File: src/rtl/instr_fetch.sv
// -----------------------------------------------------------------------------
// instr_fetch
//   Fetch/execute sequencer for a small 32-word program ROM. Fetches a 16-bit
//   instruction into the IR, presents it for one EXEC cycle, then advances the
//   program counter (sequential, taken branch, or stop -> HALT). Supports free
//   run (one instruction per two cycles) and single-step via a button edge.
//
// Ports
//   clk, reset      : clock, synchronous active-high reset
//   start           : level; launches execution from IDLE or HALT
//   step_mode       : 1 = single step, 0 = free run
//   step_btn        : debounced step button level (edge detected here)
//   rom_data        : instruction word for rom_addr (combinational ROM)
//   branch          : current instruction is a branch
//   branch_cond     : branch condition true
//   branch_target   : branch destination address
//   stop            : current instruction is a stop
//   rom_addr        : ROM address (always equals pc)
//   instruction     : instruction register
//   instr_valid     : high during the EXEC cycle
//   pc              : program counter
//   halted          : high in HALT
//   instr_count     : executed-instruction count, saturating
// -----------------------------------------------------------------------------
module instr_fetch #(
  parameter int DATA_W = 16,
  parameter int ADDR_W = 5,
  parameter int CNT_W  = 8
) (
  input  logic              clk,
  input  logic              reset,
  input  logic              start,
  input  logic              step_mode,
  input  logic              step_btn,
  input  logic [DATA_W-1:0] rom_data,
  input  logic              branch,
  input  logic              branch_cond,
  input  logic [ADDR_W-1:0] branch_target,
  input  logic              stop,
  output logic [ADDR_W-1:0] rom_addr,
  output logic [DATA_W-1:0] instruction,
  output logic              instr_valid,
  output logic [ADDR_W-1:0] pc,
  output logic              halted,
  output logic [CNT_W-1:0]  instr_count
);

  typedef enum logic [2:0] {
    S_IDLE  = 3'd0,
    S_FETCH = 3'd1,
    S_EXEC  = 3'd2,
    S_WAIT  = 3'd3,
    S_HALT  = 3'd4
  } state_t;

  state_t              state_q, state_d;
  logic [ADDR_W-1:0]   pc_q, pc_d;
  logic [DATA_W-1:0]   ir_q, ir_d;
  logic [CNT_W-1:0]    cnt_q, cnt_d;
  logic                step_q, step_d;
  logic                step_edge;

  // Counter increment that sticks at all-ones instead of wrapping.
  function automatic logic [CNT_W-1:0] sat_inc(input logic [CNT_W-1:0] v);
    return (&v) ? v : v + 1'b1;
  endfunction

  // The step button is sampled every cycle, so an edge that occurs outside
  // WAIT is consumed by step_q and never seen later.
  assign step_edge = step_btn & ~step_q;

  always_comb begin
    state_d = state_q;
    pc_d    = pc_q;
    ir_d    = ir_q;
    cnt_d   = cnt_q;
    step_d  = step_btn;
    case (state_q)
      S_IDLE: begin
        if (start) state_d = S_FETCH;
      end
      S_FETCH: begin
        ir_d    = rom_data;
        state_d = S_EXEC;
      end
      S_EXEC: begin
        cnt_d = sat_inc(cnt_q);
        // stop outranks a taken branch; pc is left untouched on stop
        if (stop) begin
          state_d = S_HALT;
        end else begin
          if (branch && branch_cond) pc_d = branch_target;
          else                       pc_d = pc_q + 1'b1;
          state_d = step_mode ? S_WAIT : S_FETCH;
        end
      end
      S_WAIT: begin
        if (step_edge || !step_mode) state_d = S_FETCH;
      end
      S_HALT: begin
        if (start) begin
          pc_d    = '0;
          cnt_d   = '0;
          state_d = S_FETCH;
        end
      end
      default: state_d = S_IDLE;
    endcase
  end

  // State register boundary
  always_ff @(posedge clk) begin
    if (reset) begin
      state_q <= S_IDLE;
      pc_q    <= '0;
      ir_q    <= '0;
      cnt_q   <= '0;
      step_q  <= 1'b0;
    end else begin
      state_q <= state_d;
      pc_q    <= pc_d;
      ir_q    <= ir_d;
      cnt_q   <= cnt_d;
      step_q  <= step_d;
    end
  end

  assign rom_addr    = pc_q;
  assign pc          = pc_q;
  assign instruction = ir_q;
  assign instr_count = cnt_q;
  assign instr_valid = (state_q == S_EXEC);
  assign halted      = (state_q == S_HALT);

endmodule

File: config.mk
export PLATFORM = sky130hd
export DESIGN_NAME = instr_fetch
export DESIGN_NICKNAME = d
export VERILOG_FILES = /design/src/rtl/instr_fetch.sv
export SDC_FILE = /design/constraint.sdc
export NUM_CORES = 1
export LEC_CHECK = 0
export BUFFER_PORTS_ARGS = -buffer_cell sky130_fd_sc_hd__clkbuf_2
export CORE_UTILIZATION = 50
export CTS_BUF_LIST = sky130_fd_sc_hd__clkbuf_8
export DETAILED_ROUTE_END_ITERATION = 8
export PLACE_DENSITY = 0.8
export REMOVE_ABC_BUFFERS = 1
export SYNTH_ARGS = -nofsm -noshare
export SYNTH_HDL_FRONTEND = slang
export SYNTH_SLANG_ARGS = --single-unit
File: constraint.sdc
create_clock -name clk -period 1.7 [get_ports clk]
set_clock_uncertainty 0.15 [all_clocks]
set_input_delay 0.085 -clock clk [delete_from_list [all_inputs] [get_ports clk]]
set_output_delay 0.085 -clock clk [all_outputs]
set_load 0.05 [all_outputs]
# Word-level counts from Yosys, hierarchy flattened
# Cells that the tools add are included.
[op_classes]
addsub = 2
mul = 0
n_div = 0
n_lt_le_gt_ge = 0
eq_ne = 9
n_shift = 0
mux = 12
bitwise = 2
reduce_logical = 10
[ops]
columns = ["op", "count"]
rows = [
  ["8-bit 2-to-1 mux", 2],
  ["8-bit one-hot mux with 2 select lines", 1],
  ["5-bit 2-to-1 mux", 3],
  ["3-bit one-hot mux with 4 select lines", 1],
  ["5-bit one-hot mux with 2 select lines", 1],
  ["3-bit 2-to-1 mux", 3],
  ["8-bit by 1-bit adder with 8-bit output (second input constant)", 1],
  ["2-bit != test (second input constant)", 4],
  ["8-bit AND reduction", 1],
  ["3-bit by 2-bit == test with 1-bit output (second input constant)", 2],
  ["3-bit AND reduction", 2],
  ["5-bit by 1-bit adder with 5-bit output (second input constant)", 1],
  ["3-bit by 1-bit == test with 1-bit output (second input constant)", 1],
  ["3-bit == test (second input constant)", 1],
  ["3-bit zero test", 1],
  ["2-bit 2-to-1 mux", 1],
  ["2-bit by 1-bit != test with 1-bit output (second input constant)", 1],
  ["2-bit AND reduction", 1],
  ["2-bit nonzero test", 1],
  ["2-bit OR reduction", 1],
  ["1-bit AND", 1],
  ["1-bit logical AND", 1],
  ["1-bit zero test", 1],
  ["1-bit logical OR", 1],
  ["1-bit NOT", 1],
]
[word_totals]
reg_bits = 33
latchBits = 0
ram_bits = 0
mem_bits_ro = 0
wordCells = 40
mem_count = 0

# Longest topological paths before layout
# Gate-level depths: netlist of run 1.
[logic_depth]
word_depth = 5
mapped_depth = 7
mapped_depth_nobuf = 5

# Least setup slack after synthesis of run 1
# No wires, ideal clock.
[synth_path]
path_type = "register -> register"
start = "reg cnt_q[1] (netlist: instr_count[1])"
end = "reg cnt_q[5] (netlist: instr_count[5])"
arrival_time_ps = 1702
path_slack_ps = -278
stages_incl_launch_ff = 6
path_buffers = 0
path_cell_list = "dfxtp_1 -> ha_1 -> nand3_1 -> o21ai_2 -> a211oi_1 -> mux2i_1"
[synth_via]
elab_chain_len = 3
word_cells_on_any_way = 6
classes_between = "add/sub (1); eq/ne (1); mux (2); reduce/logical (2)"
[synth_rtl]
columns = ["element", "line_no", "text"]
rows = [
  ["start, declared", "59", "logic [CNT_W-1:0] cnt_q, cnt_d;"],
  ["start signal, assigned", "123", "cnt_q <= cnt_d;"],
  ["8-bit by 1-bit adder with 8-bit output or 8-bit AND reduction (tied branches)", "65", "return (&v) ? v : v + 1'b1;"],
  ["8-bit 2-to-1 mux or 2-bit != test (tied branches)", "-", ""],
  ["8-bit one-hot mux with 2 select lines or 3-bit AND reduction (tied branches)", "-", ""],
]
# Several ways; a longest one is shown, not always the timed one. The select of a mux whose other input is x is not followed.
# A chain may end at the register's enable or synchronous reset.

# Worst setup path after layout of run 1
[layout_path]
start = "reg state_q[2]"
end = "out instr_valid"
[layout_via]
elab_chain_len = 1
[layout_rtl]
columns = ["element", "line_no", "text"]
rows = [
  ["start, declared", "56", "state_t state_q, state_d;"],
  ["start signal, assigned", "120", "state_q <= state_d;"],
  ["3-bit by 2-bit == test with 1-bit output", "132", "assign instr_valid = (state_q == S_EXEC);"],
  ["end, declared", "42", "output logic instr_valid,"],
]
# No other way between the ends.

==> impl_metrics.py, run 1 <==
metrics = {
    "worst_setup_path": {
        "cp.depth": 4,
        "rr_worst_depth": 5,
        "crit_arrival_ps": 1390,
        "start_kind": "flop",
        "critPathCaptureType": "output pin",
        "cp_num_buf_inv": 2,
        "worstPathRequired_ps": 1460,
        "slowest_delay_ps": 330,
        "path_delay_family": "buffers and inverters",
        "critPathKind": "reg2out",
        "crit_chain": "buf_4 > nand2b_1 > nor2_1 > buf_4",
        "critPathSlowestCell": "dfxtp_1",
        "cpMostUsedCell": "buf_4",
        "path_max_fanout": 8,
    },
    "die": {
        "row_count": 20,
        "start_util": 0.528,
        "coreArea_um2": 3080,
        "die_y_um": 59.0,
        "die_area_um2": 3490,
        "pin_count": 65,
        "die_w_um": 59.0,
    },
    "worst_hold_path": {
        "min_path_cells": 5,
        "hp-class": "in2reg",
    },
    "layout": {
        "multi_input_area_um2": 862,
        "syn2layout_area_growth_pct": 40.0,
        "final_nets": 322,
        "n_fill_cell": 247,
        "regArea_um2": 662,
        "drive_gt1_frac": 0.305,
        "num_antenna_cells": 0,
        "stdcell_count": 336,
    },
    "placed_design": {
        "numPortBuffers": 64,
        "dp.cells": 307,
        "globalplace.congestion": 0.828,
        "place_hpwl_mm": 2.59,
    },
    "drt": {
        "num_vias": 1732,
        "remaining_drc_errors": 0,
        "ant_nets": 0,
        "drtIter0Drc": 108,
        "dr.pass1.iters": 4,
        "drt_wl_total_mm": 4.01,
        "wire_per_inst_um": 11.9,
        "viasPerCell": 5.15,
    },
    "cts": {
        "clock_path_buffers": 2,
        "clkSlewWorstSetupHoldPaths_ps": 70,
        "cts_setup_buffers": 0,
        "tritoncts": "built",
        "cts_buffers": 5,
        "h-tree-depth": 2,
        "cts.sinks": 33,
        "cts_root_buf": "clkbuf_8",
        "insertion_delay_ps": 280,
    },
    "power_and_ir_drop": {
        "p_sw_uw": 571,
        "power_leakage_uw": 0.000984,
        "irDropWorstVdd_mv": 0.543,
        "power_frac_clock": 0.315,
        "comb_power_share": 0.220,
        "p_seq_frac": 0.465,
        "p_sw_frac": 0.316,
        "power_density_nw_per_um2": 794,
        "p_int_uw": 1240,
    },
    "run_status": {
        "status": "completed",
    },
    "synth": {
        "synth_area_per_cell_um2": 7.90,
        "synthAdderAreaFrac": 0.0154,
        "synthXorXnorAreaFrac": 0,
        "synth_compound_area_frac": 0.192,
        "synth_warnings": 0,
        "yosys-top-cells-count": "nand2_1, dfxtp_1, a21oi_1",
        "synth-seq-cells": 33,
        "syn-cell-area_um2": 1630,
        "ys.flop_type": "dfxtp_1",
        "yosys.area.top_type": "dfxtp_1",
        "netlist.area_leader.share": 0.406,
        "ys_top_cells_by_area": "dfxtp_1, nand2_1, a21oi_1, nand2b_1, mux2i_1",
        "yosys.area_share.simple": 0.278,
        "ys_seq_area_frac": 0.406,
        "yosysMostFrequentCell": "nand2_1",
        "netlist_instances": 206,
        "synth_cell_type_count": 40,
        "synth_top_family_by_area": "simple AND/OR/NAND/NOR gates",
        "synthMuxAreaShare": 0.0377,
        "synthArstFlopShare": 0,
        "synth_enable_flop_cells": 0,
    },
    "global_route": {
        "first_global_vias": 1568,
        "grt_first_pass_wirelength_mm": 6.40,
        "grt.overflow.total": 0,
        "antenna_found_initial": 0,
        "grt_usage": 0.241,
        "grt_start_max_net_pins": 19,
    },
    "sta": {
        "hold_viol_final": 0,
        "slew_headroom": 0.619,
        "rsz0062_at_grt": "true",
        "slew_viol_final": 0,
        "hold_ws_ps": 29.8,
        "period_minus_slack_ps": 1620,
        "tightest_slew_ps": 571,
        "finalCritPeriodShare": 0.954,
        "fmax_mhz": 617,
        "setup_violations": 0,
    },
    "flow_run": {
        "drv_cap": 0,
    },
}
==> cell type report <==
cell class	count	share of cell area
multi-input combinational	154	0.379
sequential	33	0.291
timing repair buffer	94	0.264
clock buffer	5	0.0302
tap	44	0.0242
clock inverter	3	0.00769
inverter	3	0.00495
==> through the flow <==
stage	total power, uW	setup TNS [ps]	utilization	area, um2	setup slack (ps)
2_1_floorplan	1090	-2880	-	1520	-351
3_3_place_gp	1210	0	0.639	1970	48.4
3_5_place_dp	1210	-128	0.639	1970	-36.2
4_1_cts	1820	0	0.737	2270	36.6
5_1_grt	1890	-35.7	0.740	2280	-21.3
6_report	1810	0	0.740	2280	78.5
==> power groups by stage <==
stage / Sequential (uW) / Clock [uW] / Combinational [uW]
finish: 841 / 569 / 398
global route: 846 / 617 / 430
CTS: 839 / 587 / 395
detailed placement: 856 / 0 / 356
global placement: 854 / 0 / 352
floorplan: 976 / 0 / 111
==> cell usage in the layout (no fill, tap or decap), types with 3 or more instances in the layout <==
master	n
clkbuf_2	63
nand2_1	47
dfxtp_1	32
a21oi_1	27
dlygate4sd3_1	21
buf_4	10
nand2b_1	9
nand3_1	9
nor2_1	7
o21ai_0	6
a31oi_1	6
mux2i_1	5
clkbuf_8	5
and3_1	4
nor3_1	3
inv_1	3
==> cells by family (layout without fill, tap and decap cells) <==
| group | after synthesis | count (layout) |
|---|---|---|
| adder cells (fa/ha/maj) | 2 | 2 |
| buffers and inverters | 19 | 105 |
| AO/OA/AOI/OAI | 54 | 54 |
| multiplexers | 6 | 6 |
| flip-flops | 33 | 33 |
| AND/OR/NAND/NOR | 92 | 92 |
==> worst reg2reg max path, delay by kind of cell, from the launching register on <==
| kind | cells | cell delay, ps |
|---|---|---|
| AO/OA/AOI/OAI | 3 | 490 |
| AND/OR/NAND/NOR | 1 | 360 |
| flip-flops | 1 | 330 |
| buffers and inverters | 1 | 150 |
==> registers in the layout, summed over array words and instances (netlist names) <==
register     flops
step_q           1
instruction     16
pc               5
state_q          3
instr_count      8
==> path summary, 6_finish.rpt <==
| kind | from | end | slack, ps |
|---|---|---|---|
| worst max-delay path | state_q[2]$_SDFFE_PP0P_ | instr_valid | 80 |
| worst min-delay path | branch_target[4] | pc[4]$_SDFFE_PP0P_ | 30 |
| worst max register to register | state_q[2]$_SDFFE_PP0P_ | pc[2]$_SDFFE_PP0P_ | 110 |
| worst min register to register | instruction[4]$_SDFFE_PP0N_ | instruction[4]$_SDFFE_PP0N_ | 310 |
==> routing by layer <==
metal	vias to the layer above	share of wire	GRT usage
met5	-	0	0
li1	880	-	-
met3	3	0.054	0.0546
met4	0	0.0052	0.102
met1	787	0.45	0.287
met2	62	0.49	0.417
==> repair_timing <==
| item | CTS | global route |
|---|---|---|
| endpoints found under the hold margin | 21 | 0 |
| resized for setup | 3 | 2 |
| setup endpoints to repair | 17 | 7 |
| hold buffers | 21 | 0 |
Note: power is estimated with default switching activity, not from simulation.
==> inputs of run 2 (changes only) <==
Settings changed: ABC_AREA set to 1.
==> impl_metrics.py, run 2 <==
metrics = {
    "placed_design": {
        "numPortBuffers": 64,
        "globalplace.congestion": 0.918,
        "dp.cells": 328,
        "place_hpwl_mm": 2.60,
    },
    "drt": {
        "remaining_drc_errors": 0,
        "num_vias": 1719,
        "viasPerCell": 4.79,
        "drt_wl_total_mm": 4.22,
        "drtIter0Drc": 80,
        "dr.pass1.iters": 4,
        "ant_nets": 0,
        "wire_per_inst_um": 11.8,
    },
    "power_and_ir_drop": {
        "power_frac_clock": 0.335,
        "p_seq_frac": 0.384,
        "p_sw_frac": 0.349,
        "p_int_uw": 1520,
        "irDropWorstVdd_mv": 0.710,
        "comb_power_share": 0.281,
        "power_density_nw_per_um2": 1010,
        "power_leakage_uw": 0.00113,
        "p_sw_uw": 815,
    },
    "worst_hold_path": {
        "hp-class": "in2reg",
    },
    "global_route": {
        "grt_first_pass_wirelength_mm": 7.03,
        "grt.overflow.total": 0,
        "first_global_vias": 1585,
        "grt_start_max_net_pins": 14,
        "grt_usage": 0.279,
        "antenna_found_initial": 0,
    },
    "cts": {
        "cts_root_buf": "clkbuf_8",
        "h-tree-depth": 2,
        "clkSlewWorstSetupHoldPaths_ps": 70,
        "tritoncts": "built",
        "cts_buffers": 5,
        "insertion_delay_ps": 290,
        "cts_setup_buffers": 0,
        "cts.sinks": 33,
        "clock_path_buffers": 2,
    },
    "layout": {
        "regArea_um2": 661,
        "layout_common_cells": "clkbuf_2, inv_1, dfxtp_1",
        "largest_register_ffs": 16,
        "syn2layout_area_growth_pct": 44.6,
        "final_common_cell": "clkbuf_2",
        "utilization": 0.761,
        "final_nets": 345,
        "multi_input_area_um2": 739,
        "num_antenna_cells": 0,
        "stdcell_count": 359,
        "drive_gt1_frac": 0.305,
        "n_fill_cell": 246,
    },
    "die": {
        "die_w_um": 58.7,
        "coreArea_um2": 3050,
        "pin_count": 65,
        "die_area_um2": 3440,
        "start_util": 0.526,
        "die_y_um": 58.7,
        "row_count": 20,
    },
    "run_status": {
        "status": "complete, but fails checks",
        "violations": "hold timing",
    },
    "worst_setup_path": {
        "path_max_fanout": 8,
        "critPathSlowestCell": "dfxtp_1",
        "cp_num_buf_inv": 2,
        "start_kind": "flop",
        "path_delay_family": "buffers and inverters",
        "worstPathRequired_ps": 1460,
        "critPathKind": "reg2out",
        "crit_chain": "nor2_2 > inv_1 > nor2_4 > clkbuf_4",
        "slowest_delay_ps": 360,
        "critPathCaptureType": "output pin",
        "crit_arrival_ps": 1380,
    },
    "sta": {
        "hold_viol_final": 2,
        "tightest_slew_ps": 291,
        "fmax_mhz": 619,
        "finalCritPeriodShare": 0.951,
        "hold_ws_ps": -2.94,
        "slew_viol_final": 0,
        "slew_headroom": 0.806,
        "period_minus_slack_ps": 1620,
        "setup_violations": 0,
        "rsz0062_at_grt": "false",
    },
    "synth": {
        "synth_area_per_cell_um2": 7.17,
        "synth-seq-cells": 33,
        "syn-cell-area_um2": 1610,
        "ys.flop_type": "dfxtp_1",
        "synth_enable_flop_cells": 0,
        "synth_warnings": 0,
        "ys_seq_area_frac": 0.411,
        "synthArstFlopShare": 0,
        "netlist_instances": 224,
        "yosys.area.top_type": "dfxtp_1",
        "netlist.area_leader.share": 0.411,
        "ys_top_cells_by_area": "dfxtp_1, inv_1, a21oi_1, nand2_1, nor2_1",
        "synth_cell_type_count": 28,
        "yosys-top-cells-count": "inv_1, dfxtp_1, nand2_1",
        "yosysMostFrequentCell": "inv_1",
    },
    "flow_run": {
        "drv_cap": 0,
    },
}
## run 2: logic make-up after synthesis
| logic type | after synthesis | share of synthesized area |
|---|---|---|
| xor+xnor | 2 | 0.0109 |
| simple gates | 84 | 0.255 |
| buf+inv | 49 | 0.128 |
| compound gates | 54 | 0.178 |
| flops | 33 | 0.411 |
| fa+ha+maj | 2 | 0.0156 |
## run 2: per-layer routing
layer  GRT usage  share of wire  vias up
met5           0              0        -
met4       0.133          0.027        0
met3      0.0901          0.060       12
met2       0.486           0.49       54
met1       0.307           0.43      764
li1            -              -      889
## run 2: power by group through the flow
stage | registers [uW] | clock network, uW | logic (uW)
2_1_floorplan | 1150 | 0 | 198
3_3_place_gp | 907 | 0 | 594
3_5_place_dp | 911 | 0 | 600
4_1_cts | 895 | 787 | 644
5_1_grt | 904 | 820 | 706
6_report | 897 | 783 | 656
## run 2: what timing repair did
item                                   CTS  global route
gates resized for setup                  0             2
endpoints found under the hold margin   22             0
setup endpoints to repair                0             1
hold buffers                            23             0
## run 2: final cells by class
type	instances	area share
Multi-Input combinational cell	142	0.318
Sequential cell	33	0.284
Timing Repair Buffer	94	0.261
Inverter	38	0.0614
Clock buffer	6	0.0355
Tap cell	44	0.0237
Clock inverter	2	0.0162
## run 2: stage by stage
| stage | power, uW | setup TNS (ps) | cell area, um2 | worst slack [ps] |
|---|---|---|---|---|
| 5_1_grt | 2430 | 0 | 2320 | 3.46 |
| 2_1_floorplan | 1340 | -1800 | 1540 | -317 |
| 4_1_cts | 2330 | 0 | 2320 | 45.4 |
| 6_report | 2340 | 0 | 2320 | 83.4 |
| 3_5_place_dp | 1510 | 0 | 1970 | 163 |
| 3_3_place_gp | 1500 | 0 | 1970 | 226 |
## run 2: worst register-to-register path, cell delays in order (launching register included)
cell and delay (ps):
dfxtp_1 360, nand3b_2 370, buf_4 260, o21ai_0 210
a21oi_1 110
## run 2: path summary, 6_finish.rpt
path                           startpoint                            to  slack (ps)  depth (start not counted)
min reg2reg  instruction[15]$_SDFFE_PP0N_  instruction[15]$_SDFFE_PP0N_         300                          2
min                                 reset   instr_count[3]$_SDFFE_PP0P_          -3                          3
max               state_q[1]$_SDFFE_PP0P_                        halted          80                          4
max reg2reg       state_q[1]$_SDFFE_PP0P_   instruction[1]$_SDFFE_PP0N_         120                          4
==> inputs of run 3 (changes only) <==
Settings changed: SETUP_SLACK_MARGIN set to 0.5.
==> impl_metrics.py, run 3 (same netlist as run 2, synthesis figures left out) <==
metrics = {
    "sta": {
        "setup_violations": 0,
        "fmax_mhz": 595,
        "tightest_slew_ps": 386,
        "finalCritPeriodShare": 0.989,
        "hold_viol_final": 0,
        "slew_headroom": 0.742,
        "rsz0062_at_grt": "true",
        "period_minus_slack_ps": 1680,
        "slew_viol_final": 0,
    },
    "layout": {
        "n_fill_cell": 95,
        "drive_gt1_frac": 0.501,
        "syn2layout_area_growth_pct": 79.2,
        "final_nets": 367,
        "largest_register_ffs": 16,
        "final_common_cell": "clkbuf_2",
        "utilization": 0.943,
        "num_antenna_cells": 0,
        "layout_common_cells": "clkbuf_2, inv_1, nand2_1",
    },
    "worst_hold_path": {
        "min-delay-start": "branch_target[3]",
        "min_path_cells": 5,
        "holdPathEnd": "pc[3]$_SDFFE_PP0P_",
        "hp-class": "in2reg",
    },
    "cts": {
        "insertion_delay_ps": 320,
        "h-tree-depth": 2,
        "tritoncts": "built",
        "clock_path_buffers": 2,
        "cts_buffers": 5,
        "cts_root_buf": "clkbuf_8",
        "cts.sinks": 33,
        "clkSlewWorstSetupHoldPaths_ps": 70,
    },
    "flow_run": {
        "drv_cap": 0,
    },
    "die": {
        "die_w_um": 58.7,
        "coreArea_um2": 3050,
        "row_count": 20,
        "die_area_um2": 3440,
        "start_util": 0.526,
        "pin_count": 65,
        "die_y_um": 58.7,
    },
    "run_status": {
        "status": "completed",
    },
    "power_and_ir_drop": {
        "irDropWorstVdd_mv": 1.00,
        "p_sw_uw": 1080,
        "power_leakage_uw": 0.00136,
        "power_density_nw_per_um2": 959,
        "p_sw_frac": 0.390,
        "p_seq_frac": 0.334,
        "power_frac_clock": 0.302,
        "fin_total_pwr_uw": 2760,
        "p_int_uw": 1690,
        "comb_power_share": 0.364,
    },
    "worst_setup_path": {
        "worstPathRequired_ps": 1750,
        "crit_arrival_ps": 1740,
        "critPathKind": "reg2reg",
        "regToRegStartpoint": "instr_count[5]$_SDFFE_PP0P_",
        "start_kind": "flop",
        "critPathCaptureType": "flop",
        "path_max_fanout": 5,
        "reg2reg_to": "instr_count[7]$_SDFFE_PP0P_",
        "r2r_slack_ps": 20,
        "rr_worst_depth": 7,
    },
    "drt": {
        "dr.pass1.iters": 7,
        "num_vias": 2396,
        "remaining_drc_errors": 0,
        "viasPerCell": 6.29,
        "drt_wl_total_mm": 8.95,
        "drtIter0Drc": 412,
        "ant_nets": 0,
        "wire_per_inst_um": 23.5,
    },
    "global_route": {
        "antenna_found_initial": 0,
        "grt_start_max_net_pins": 14,
        "grt_first_pass_wirelength_mm": 8.47,
        "grt.overflow.total": 0,
        "grt_usage": 0.337,
        "first_global_vias": 1820,
    },
    "placed_design": {
        "globalplace.congestion": 0.918,
        "numPortBuffers": 64,
        "place_hpwl_mm": 2.60,
    },
}
-- run 3: cell types whose count changed in the layout (fill, tap and decap cells not counted), moves of 5 or more --
| cell | before | now |
|---|---|---|
| buf_6 | 0 | 8 |
| dfxtp_2 | 0 | 7 |
| o21ai_2 | 0 | 15 |
| clkbuf_8 | 6 | 11 |
| nand2_1 | 32 | 25 |
| o21ai_0 | 18 | 2 |
| a21oi_1 | 24 | 17 |
| a21oi_2 | 2 | 9 |
| dfxtp_1 | 33 | 23 |
| buf_2 | 0 | 9 |
| buf_4 | 7 | 17 |
| clkbuf_2 | 63 | 42 |
-- run 3: power by group through the flow --
stage | Combinational [uW] | Sequential [uW] | Clock (uW)
CTS | 765 | 901 | 787
global route | 1030 | 922 | 854
finish | 1010 | 923 | 834
global placement | 594 | 907 | 0
floorplan | 198 | 1150 | 0
detailed placement | 600 | 911 | 0
-- run 3: worst max-delay path, cell delays in order (launching register included) --
cell and delay, ps:
dfxtp_1 450, nand2_1 190, nor2_1 200, nand3b_1 180, nand2_1 160, nand3_1 110
nand2_1 90, nor2_1 50
-- run 3: how the worst max path moves through the flow --
stage	end	from	cells after the start	slack, ps
finish	instr_count[7]$_SDFFE_PP0P_	instr_count[5]$_SDFFE_PP0P_	7	20
global route	instr_count[7]$_SDFFE_PP0P_	instr_count[0]$_SDFFE_PP0P_	7	-30
CTS	instr_count[0]$_SDFFE_PP0P_	instr_count[1]$_SDFFE_PP0P_	10	250
detailed placement	instr_count[0]$_SDFFE_PP0P_	instr_count[1]$_SDFFE_PP0P_	10	160
global placement	instr_count[0]$_SDFFE_PP0P_	instr_count[1]$_SDFFE_PP0P_	10	230
floorplan	pc[4]$_SDFFE_PP0P_	pc[0]$_SDFFE_PP0P_	6	-320
-- run 3: area by class of cell --
| class | instances | area, um2 | area share |
|---|---|---|---|
| Sequential cell | 33 | 681 | 0.236 |
| Clock buffer | 6 | 82.6 | 0.0287 |
| Inverter | 38 | 150 | 0.0522 |
| Timing Repair Buffer | 115 | 922 | 0.320 |
| Tap cell | 44 | 55.1 | 0.0191 |
| Multi-Input combinational cell | 143 | 951 | 0.330 |
| Clock inverter | 2 | 37.5 | 0.0130 |
-- run 3: what timing repair did --
action | in CTS | in global routing
hold endpoints to repair | 23 | 0
hold buffers | 24 | 0
pin swaps | 17 | 14
setup buffers | 13 | 4
resized for setup | 70 | 64
endpoints found under the setup margin | 49 | 50
gates cloned | 2 | 2
-- run 3: per-stage QoR --
stage               setup slack, ps  std cells  cell area [um2]  TNS (ps)  hold WS, ps
floorplan                      -317        213             1540     -1800        -2.56
global placement                226        328             1970         0          148
detailed placement              163        328             1970         0          166
CTS                             247        375             2640         0         24.9
global route                  -28.2        381             2880     -28.2         78.9
finish                         18.7        381             2880         0         28.6
-- run 3: layer usage --
metal  share of wire  vias up  global-route usage
met3            0.14      123              0.0967
met2            0.44      295               0.589
li1                -      936                   -
met5               0        -                   0
met4            0.11        0               0.139
met1            0.31     1042               0.384
